File: src/rtl/ram_arbiter_pkg.sv
// Shared types and helpers for the RAM arbiter and its round-robin picker.
package ram_arbiter_pkg;

  typedef enum logic {
    ST_INIT = 1'b0,
    ST_RUN  = 1'b1
  } state_t;

  localparam int DEFAULT_CLEAR_VALUE = 0;

  // Pointer width for N requesters; at least one bit even for N == 1.
  function automatic int clog2(input int value);
    int w;
    w = 1;
    while ((1 << w) < value) w++;
    return w;
  endfunction

endpackage

File: src/rtl/rr_pick.sv
// Combinational round-robin selector: first request at or after ptr, wrapping.
module rr_pick
  import ram_arbiter_pkg::*;
#(
  parameter int N = 2,
  localparam int PW = clog2(N)
) (
  input  logic [N-1:0]  req,
  input  logic [PW-1:0] ptr,
  output logic [N-1:0]  grant,
  output logic [PW-1:0] idx,
  output logic          found
);

  // Upper pass covers ptr..N-1; the wrap pass then takes the lowest request.
  always_comb begin
    grant = '0;
    idx   = '0;
    found = 1'b0;
    for (int j = 0; j < N; j++) begin
      if (!found && req[j] && (PW'(j) >= ptr)) begin
        found    = 1'b1;
        grant[j] = 1'b1;
        idx      = PW'(j);
      end
    end
    for (int j = 0; j < N; j++) begin
      if (!found && req[j]) begin
        found    = 1'b1;
        grant[j] = 1'b1;
        idx      = PW'(j);
      end
    end
  end

endmodule

File: src/rtl/ram_arbiter.sv
// Round-robin arbiter with burst lock sharing one single-port RAM among N
// requesters; clears the whole RAM after reset before accepting requests.
module ram_arbiter
  import ram_arbiter_pkg::*;
#(
  parameter int A = 8,
  parameter int D = 8,
  parameter int N = 2,
  parameter logic [D-1:0] CLEAR_VALUE = D'(DEFAULT_CLEAR_VALUE)
) (
  input  logic           clk,
  input  logic           rst_n,
  input  logic [N-1:0]   req_valid,
  input  logic [N-1:0]   req_we,
  input  logic [N-1:0]   req_lock,
  input  logic [N*A-1:0] req_addr,
  input  logic [N*D-1:0] req_wdata,
  output logic [N-1:0]   req_ready,
  output logic [N-1:0]   rsp_valid,
  output logic [D-1:0]   rsp_rdata,
  output logic           init_done,
  output logic [A-1:0]   ram_address,
  output logic [D-1:0]   ram_dbusi,
  input  logic [D-1:0]   ram_dbuso,
  output logic           ram_ce,
  output logic           ram_we
);

  localparam int PW = clog2(N);
  localparam logic [A:0] SWEEP_END = {1'b1, {A{1'b0}}};

  state_t        state;
  logic [A:0]    sweep_cnt;
  logic [PW-1:0] rr_ptr;
  logic          lock_valid;
  logic [PW-1:0] lock_id;
  logic          acc_valid;
  logic [PW-1:0] acc_id;

  logic [N-1:0]  pick_grant;
  logic [PW-1:0] pick_idx;
  logic          pick_found;
  logic [N-1:0]  grant;
  logic [PW-1:0] win_idx;
  logic [PW-1:0] next_ptr;
  logic          accept;

  rr_pick #(.N(N)) u_rr_pick (
    .req   (req_valid),
    .ptr   (rr_ptr),
    .grant (pick_grant),
    .idx   (pick_idx),
    .found (pick_found)
  );

  // A lock owner that is still requesting overrides the round-robin choice.
  always_comb begin
    win_idx = pick_idx;
    grant   = pick_grant;
    if (lock_valid && req_valid[lock_id]) begin
      win_idx          = lock_id;
      grant            = '0;
      grant[lock_id]   = 1'b1;
    end
  end

  assign accept    = (state == ST_RUN) && rst_n && pick_found;
  assign req_ready = accept ? grant : '0;
  assign next_ptr  = (win_idx == PW'(N - 1)) ? '0 : win_idx + PW'(1);

  // The ram_* registers double as the access stage; ram_dbuso is sampled
  // at the end of the access cycle, before the write commits.
  always_ff @(posedge clk) begin
    if (!rst_n) begin
      state       <= ST_INIT;
      sweep_cnt   <= '0;
      rr_ptr      <= '0;
      lock_valid  <= 1'b0;
      lock_id     <= '0;
      acc_valid   <= 1'b0;
      acc_id      <= '0;
      rsp_valid   <= '0;
      rsp_rdata   <= '0;
      init_done   <= 1'b0;
      ram_ce      <= 1'b0;
      ram_we      <= 1'b0;
      ram_address <= '0;
      ram_dbusi   <= '0;
    end else begin
      rsp_valid <= '0;
      if (acc_valid) begin
        rsp_valid[acc_id] <= 1'b1;
        rsp_rdata         <= ram_dbuso;
      end
      acc_valid <= 1'b0;
      case (state)
        ST_INIT: begin
          if (sweep_cnt == SWEEP_END) begin
            state     <= ST_RUN;
            init_done <= 1'b1;
            ram_ce    <= 1'b0;
            ram_we    <= 1'b0;
          end else begin
            ram_ce      <= 1'b1;
            ram_we      <= 1'b1;
            ram_address <= sweep_cnt[A-1:0];
            ram_dbusi   <= CLEAR_VALUE;
            sweep_cnt   <= sweep_cnt + (A+1)'(1);
          end
        end
        ST_RUN: begin
          if (accept) begin
            acc_valid   <= 1'b1;
            acc_id      <= win_idx;
            ram_ce      <= 1'b1;
            ram_we      <= req_we[win_idx];
            ram_address <= req_addr[win_idx*A +: A];
            ram_dbusi   <= req_wdata[win_idx*D +: D];
            rr_ptr      <= next_ptr;
            lock_valid  <= req_lock[win_idx];
            lock_id     <= win_idx;
          end else begin
            ram_ce     <= 1'b0;
            ram_we     <= 1'b0;
            lock_valid <= 1'b0;
          end
        end
        default: state <= ST_INIT;
      endcase
    end
  end

endmodule

File: config.mk
export PLATFORM = sky130hd
export DESIGN_NAME = ram_arbiter
export DESIGN_NICKNAME = d
export VERILOG_FILES = /design/src/rtl/ram_arbiter_pkg.sv /design/src/rtl/rr_pick.sv /design/src/rtl/ram_arbiter.sv
export SDC_FILE = /design/constraint.sdc
export NUM_CORES = 1
export LEC_CHECK = 0
export ABC_AREA = 1
export CAP_MARGIN = 40
export CELL_PAD_IN_SITES_DETAIL_PLACEMENT = 1
export CELL_PAD_IN_SITES_GLOBAL_PLACEMENT = 1
export CORE_MARGIN = 2
export CORE_UTILIZATION = 30
export DETAILED_ROUTE_END_ITERATION = 10
export PLACE_DENSITY = 0.92
export RECOVER_POWER = 50
export SYNTH_ARGS = -nofsm -noshare
export SYNTH_HDL_FRONTEND = slang
export SYNTH_SLANG_ARGS = --single-unit
File: constraint.sdc
create_clock -name clk -period 1.6 [get_ports clk]
set_clock_uncertainty 0.05 [all_clocks]
set_input_delay 0.16 -clock clk [delete_from_list [all_inputs] [get_ports clk]]
set_output_delay 0.16 -clock clk [all_outputs]
set_load 0.02 [all_outputs]
==> results of run 1 <==
layer usage:
| metal | track usage (%) | up-vias | part of all wire, % |
|---|---|---|---|
| met5 | 0 | - | 0 |
| met1 | 18.5 | 1025 | 42 |
| met4 | 4.55 | 0 | 0.86 |
| li1 | - | 1117 | - |
| met3 | 4.86 | 5 | 4.8 |
| met2 | 31.0 | 51 | 52 |
cells in the mapped netlist, drive strengths merged:
master | count | area [sq um]
a21oi | 22 | 118
o21bai | 1 | 7.51
nand3b | 8 | 60.1
ha | 2 | 25.0
nand3 | 25 | 135
o21ai | 21 | 105
dfxtp | 43 | 861
clkbuf | 6 | 22.5
nand2 | 59 | 239
o21a | 1 | 7.51
nor4 | 1 | 6.26
nand4 | 7 | 43.8
clkinv | 1 | 3.75
nor2 | 58 | 228
inv | 26 | 97.6
nor3 | 3 | 15.0
xor2 | 1 | 8.76
buf | 10 | 72.6
worst register-to-register path: cells and delay by family (launching register included):
family	cells	cell delay [ns]
AOI/OAI and AO/OA	2	0.27
DFF	1	0.37
and+or+nand+nor	4	0.31
adders and majority gates	1	0.18
buffers and inverters	2	0.23
state kept, by name, summed over array words and instances (netlist names):
name,count
state,1
ram_address,8
rr_ptr,1
ram_we,1
acc_id,1
rsp_valid,2
acc_valid,1
init_done,1
rsp_rdata,8
lock_valid,1
sweep_cnt,9
ram_ce,1
ram_dbusi,8
power by group through the flow:
stage                     registers, mW  clock network [mW]  logic, mW
after floorplan                    1.13                   0     0.0863
after global placement             1.12                   0      0.242
after detailed placement           1.12                   0      0.252
after CTS                          1.10               0.779      0.254
after global routing               1.10               0.820      0.277
final                              1.10               0.754      0.252
timing repair:
action	CTS	global route
setup buffers	0	2
pin swaps	0	1
endpoints found under the setup margin	2	24
gates cloned	0	1
resized for setup	6	12
final timing paths:
kind	from	to	slack [ns]	cells past startpoint
hold / removal	ram_dbuso[5]	rsp_rdata[5]	0.38	3
setup reg to reg	sweep_cnt[0]	sweep_cnt[1]	0.08	9
setup / recovery	rsp_rdata[4]	rsp_rdata[4]	0.07	1
hold reg to reg	init_done	init_done	0.42	1
stage by stage:
stage / instance area [sq um] / instances / utilization [%]
after floorplan: 2060 / 295 / -
after global placement: 2930 / 449 / 43.6
after detailed placement: 2930 / 449 / 43.6
after CTS: 3030 / 457 / 45.1
after global routing: 3080 / 460 / 45.8
final: 3080 / 460 / 45.8
cell families (layout without fill, tap and decap cells):
family                     after synthesis  in the layout  synth area share (%)
adders and majority gates                2              2                  1.22
DFF                                     43             43                  41.9
xor gates and xnor gates                 1              1                 0.426
and+or+nand+nor                        161            161                  35.4
buffers and inverters                   43            128                  9.56
AOI/OAI and AO/OA                       45             45                  11.6
final cells by class:
| class | instances | area share (%) |
|---|---|---|
| multi-input cells | 209 | 32.6 |
| clock inverters | 2 | 0.528 |
| flip-flops and latches | 43 | 28.0 |
| well taps | 80 | 3.25 |
| clock buffers | 6 | 2.68 |
| inverters | 27 | 3.37 |
| repair buffers | 93 | 29.5 |
layout by cell type, fill, tap and decap left out, drive strengths merged:
cell type,synthesis,final
clkdlybuf4s50,0,60
nand2,59,59
nor2,58,58
dfxtp,43,43
inv,26,26
nand3,25,25
a21oi,22,22
o21ai,21,21
dlygate4sd3,0,16
buf,10,15
nand3b,8,8
clkbuf,6,8
nand4,7,7
nor3,3,3
clkinv,1,2
ha,2,2
xor2,1,1
o21a,1,1
nor4,1,1
o21bai,1,1
clkinvlp,0,1
==> impl_metrics.env, run 1 <==
export IMPL_status="complete, no violations"
export IMPL_fp_dieH_microns=86.8
export IMPL_gp_congestion=0.786
export IMPL_setup_ws_ns=0.0686
export IMPL_cp_slowest_cell="dlygate4sd3_1"
export IMPL_cts_buffers=5
export IMPL_antenna_left=0
export IMPL_hold_ws_ns=0.384
export IMPL_yosys_register_bits=43
export IMPL_yosysSeqAreaShare_pct=41.9
export IMPL_pre_cts_slack_ns=-0.333
export IMPL_setup_viol=0
export IMPL_num_nets_final=429
export IMPL_hold_buffers=0
export IMPL_multi_input_area_sq_um=1000
export IMPL_cts_num_sinks=43
export IMPL_drive_above_1_share_pct=10.5
export IMPL_start_kind="flop"
export IMPL_clock_fmax_mhz=653
export IMPL_drcViolationCount=0
export IMPL_grt_pass1_wl_microns=10100
export IMPL_clk_pin_slew_ns=0.09
export IMPL_wl_microns=6270
export IMPL_clkLatencyLatePin_ns=0.30
export IMPL_p_seq_share_pct=52.2
export IMPL_end_kind="output port"
export IMPL_synth_area_per_cell_sq_um=6.97
export IMPL_cts_tree="built"
export IMPL_required_ns=1.39
export IMPL_grt_pass1_vias=2300
export IMPL_comb_power_share_pct=12.0
export IMPL_setup_tns_ns=0
export IMPL_htree_levels=2
export IMPL_leakage_nw=1.32
export IMPL_cp_num_buf_inv=1
export IMPL_cts_root_buf="clkbuf_8"
export IMPL_vias=2198
export IMPL_holdCritPathClass="primary input to flop"
export IMPL_area_growth_pct=49.8
export IMPL_maxCapViolCount=0
export IMPL_worst_pin_slew_ns=0.430
export IMPL_min_period_over_period_pct=95.7
export IMPL_grt_max_degree=32
export IMPL_period_needed_ns=1.53
export IMPL_grt_overflow_total=0
export IMPL_initial_core_util_pct=30.6
export IMPL_synthesis_area_sq_um=2060
export IMPL_diodes=0
export IMPL_chipWidth_microns=86.8
export IMPL_cp_max_fo=2
export IMPL_p_total_mw=2.10
export IMPL_ys_types=29
export IMPL_p_int_mw=1.59
export IMPL_vias_per_cell=4.78
export IMPL_critical_path_class="flop to output port"
export IMPL_register_area_sq_um=863
export IMPL_hpwl_microns=4540
export IMPL_post_drt_wl_per_cell_microns=13.6
export IMPL_max_slew_margin_pct=71.3
export IMPL_hold_viol=0
export IMPL_cts_buffer_depth=2
export IMPL_clkPwrFrac_pct=35.9
export IMPL_synthCells=295
export IMPL_yosysWarnings=0
export IMPL_fillers=819
export IMPL_top_level_ports=79
export IMPL_critPathArrivalTime_ns=1.32
export IMPL_crit_chain="dlygate4sd3_1"
export IMPL_synth_nets=345
export IMPL_power_density_nw_per_um2=683
export IMPL_p_switching_uw=517
export IMPL_io_buffers=78
export IMPL_p_sw_share_pct=24.6
export IMPL_fp_coreArea_sq_um=6720
export IMPL_first_iter_violations=48
export IMPL_antenna_found_initial=0
export IMPL_die_area_sq_um=7530
export IMPL_fp_row_count=30
export IMPL_cp_top_family="buffers and inverters"
export IMPL_peakVddDrop_mv=0.436
export IMPL_cpPeakStageDelay_ns=0.68
export IMPL_drv_slew=0
export IMPL_track_usage_pct=16.8
export IMPL_drt_pass1_iter_count=4
Power figures use the tool's default switching activity.
==> inputs of run 2 (changes only) <==
- clock period: 1.6 -> 1.5 ns (I/O delays scaled with it)
==> impl_metrics.env, run 2 (same netlist as run 1, synthesis figures left out) <==
export IMPL_period_needed_ns=1.50
export IMPL_cp_max_fo=4
export IMPL_area_growth_pct=57.0
export IMPL_hold_viol=0
export IMPL_regMostFlops="sweep_cnt"
export IMPL_required_ns=1.30
export IMPL_critPathArrivalTime_ns=1.30
export IMPL_cp_top_family="flip-flops"
export IMPL_cts_root_buf="clkbuf_8"
export IMPL_clkLatencyLatePin_ns=0.30
export IMPL_fin_area_sq_um=3230
export IMPL_fp_row_count=30
export IMPL_cts_buffer_depth=2
export IMPL_leakage_nw=1.56
export IMPL_end_kind="output port"
export IMPL_status="complete, no violations"
export IMPL_hold_ws_ns=0.380
export IMPL_wl_microns=6870
export IMPL_fp_coreArea_sq_um=6720
export IMPL_regToRegSetupSlack_ns=0.10
export IMPL_comb_power_share_pct=13.3
export IMPL_holdCritPathClass="primary input to flop"
export IMPL_worst_r2r_path_depth=7
export IMPL_clkPwrFrac_pct=34.8
export IMPL_num_nets_final=437
export IMPL_cp_num_buf_inv=2
export IMPL_peakVddDrop_mv=0.485
export IMPL_p_seq_share_pct=51.9
export IMPL_crit_chain="nand2_1, nor2_2, inv_2, a21oi_1, buf_4"
export IMPL_power_density_nw_per_um2=697
export IMPL_pre_cts_slack_ns=-0.411
export IMPL_vias=2255
export IMPL_clk_pin_slew_ns=0.09
export IMPL_cts_buffers=5
export IMPL_hpwl_microns=4870
export IMPL_drcViolationCount=0
export IMPL_start_kind="flop"
export IMPL_htree_levels=2
export IMPL_fp_dieH_microns=86.8
export IMPL_grt_pass1_wl_microns=11000
export IMPL_chipWidth_microns=86.8
export IMPL_die_area_sq_um=7530
export IMPL_antenna_found_initial=0
export IMPL_cpPeakStageDelay_ns=0.35
export IMPL_first_iter_violations=85
export IMPL_largest_register_ffs=9
export IMPL_worst_pin_slew_ns=0.309
export IMPL_antenna_left=0
export IMPL_r2r_start="state"
export IMPL_track_usage_pct=18.2
export IMPL_grt_overflow_total=0
export IMPL_cp_slowest_cell="dfxtp_2"
export IMPL_cts_tree="built"
export IMPL_p_int_mw=1.67
export IMPL_clock_fmax_mhz=668
export IMPL_vias_per_cell=4.82
export IMPL_critical_path_class="flop to output port"
export IMPL_gp_congestion=0.775
export IMPL_min_period_over_period_pct=99.8
export IMPL_initial_core_util_pct=30.6
export IMPL_p_sw_share_pct=25.9
export IMPL_top_level_ports=79
export IMPL_setup_viol=0
export IMPL_p_switching_uw=583
export IMPL_drt_pass1_iter_count=4
export IMPL_max_slew_margin_pct=79.3
export IMPL_r2r_end="ram_dbusi[0]"
export IMPL_hold_path_cell_count=3
export IMPL_grt_pass1_vias=2360
export IMPL_diodes=0
export IMPL_setup_ws_ns=0.00333
export IMPL_min_from="ram_dbuso[6]"
export IMPL_maxCapViolCount=0
export IMPL_final_cell_mix="clkdlybuf4s50_1 (60), nand2_1 (55), nor2_1 (54), dfxtp_1 (39), nand3_1 (23)"
export IMPL_drv_slew=0
export IMPL_drive_above_1_share_pct=14.9
export IMPL_min_to="rsp_rdata[6]"
export IMPL_io_buffers=78
export IMPL_post_drt_wl_per_cell_microns=14.7
export IMPL_cts_num_sinks=43
export IMPL_grt_max_degree=32
export IMPL_postPlaceCellArea_sq_um=2980
export IMPL_final_common_cell="clkdlybuf4s50_1"
[run 2: changes by cell type in the layout (fill, tap and decap cells not counted), moves of 2 or more]
cell	change
buf_2	-2
buf_4	+9
buf_6	+2
dfxtp_1	-2
dfxtp_2	+2
dlygate4sd2_1	+2
dlygate4sd3_1	-16
dlymetal6s2s_1	+14
nor2_1	-2
nor2_2	+2
o21ai_0	-3
o21ai_1	+2
[run 2: what timing repair did]
item	CTS	global route
setup endpoints to repair	16	38
cloned	0	1
resized for setup	13	38
pin swaps	1	6
buffers inserted	1	2
hold buffers	0	0
[run 2: worst max-delay path by stage]
stage,from,to,slack [ns],depth (start not counted)
5_1_grt,state,req_ready[0],-0.1,5
3_3_place_gp,rst_n,req_ready[0],-0.39,6
6_report,state,req_ready[0],0.003,5
3_5_place_dp,req_valid[1],req_ready[1],-0.41,5
2_1_floorplan,sweep_cnt[0],ram_address[4],0.09,10
4_1_cts,state,req_ready[1],0.003,5
[run 2: worst register-to-register path, cell delays in order, from the launching register on]
cell	delay, ns
dfxtp_2	0.35
nand2_1	0.09
nor2_2	0.15
buf_4	0.26
nand4_1	0.16
nand2_1	0.11
inv_1	0.06
a21oi_2	0.11
[run 2: cell type report]
type | count | area [sq um]
fillers | 835 | 3490
multi-input cells | 209 | 1050
repair buffers | 101 | 1010
flip-flops and latches | 43 | 866
inverters | 27 | 104
well taps | 80 | 100
clock buffers | 5 | 68.8
clock inverters | 3 | 23.8
[run 2: through the flow]
step	cells	TNS [ns]	total power, mW	utilization [%]
detailed placement	456	-3.71	1.48	44.4
global placement	456	-2.42	1.46	44.4
CTS	465	0	2.26	45.8
global route	468	-0.244	2.36	48.0
floorplan	295	0	1.29	-
finish	468	0	2.25	48.0
[run 2: metal layers]
metal,GRT usage [%],vias to the layer above,wire length (microns)
met5,0,-,0
met4,3.69,0,114
met3,5.71,10,352
met2,32.3,53,3540
met1,21.3,1063,2860
li1,-,1129,-
[run 2: power by group through the flow]
| stage | clock (mW) | sequential, mW | combinational [mW] |
|---|---|---|---|
| after global routing | 0.861 | 1.17 | 0.329 |
| after floorplan | 0 | 1.20 | 0.0920 |
| after global placement | 0 | 1.19 | 0.274 |
| final | 0.783 | 1.17 | 0.300 |
| after detailed placement | 0 | 1.19 | 0.286 |
| after CTS | 0.807 | 1.17 | 0.289 |
==> inputs of run 3 (changes only) <==
- CAP_MARGIN: 40 -> 30
==> results of run 3 <==
Final layout, timing and power as in run 2 (identical DEF).
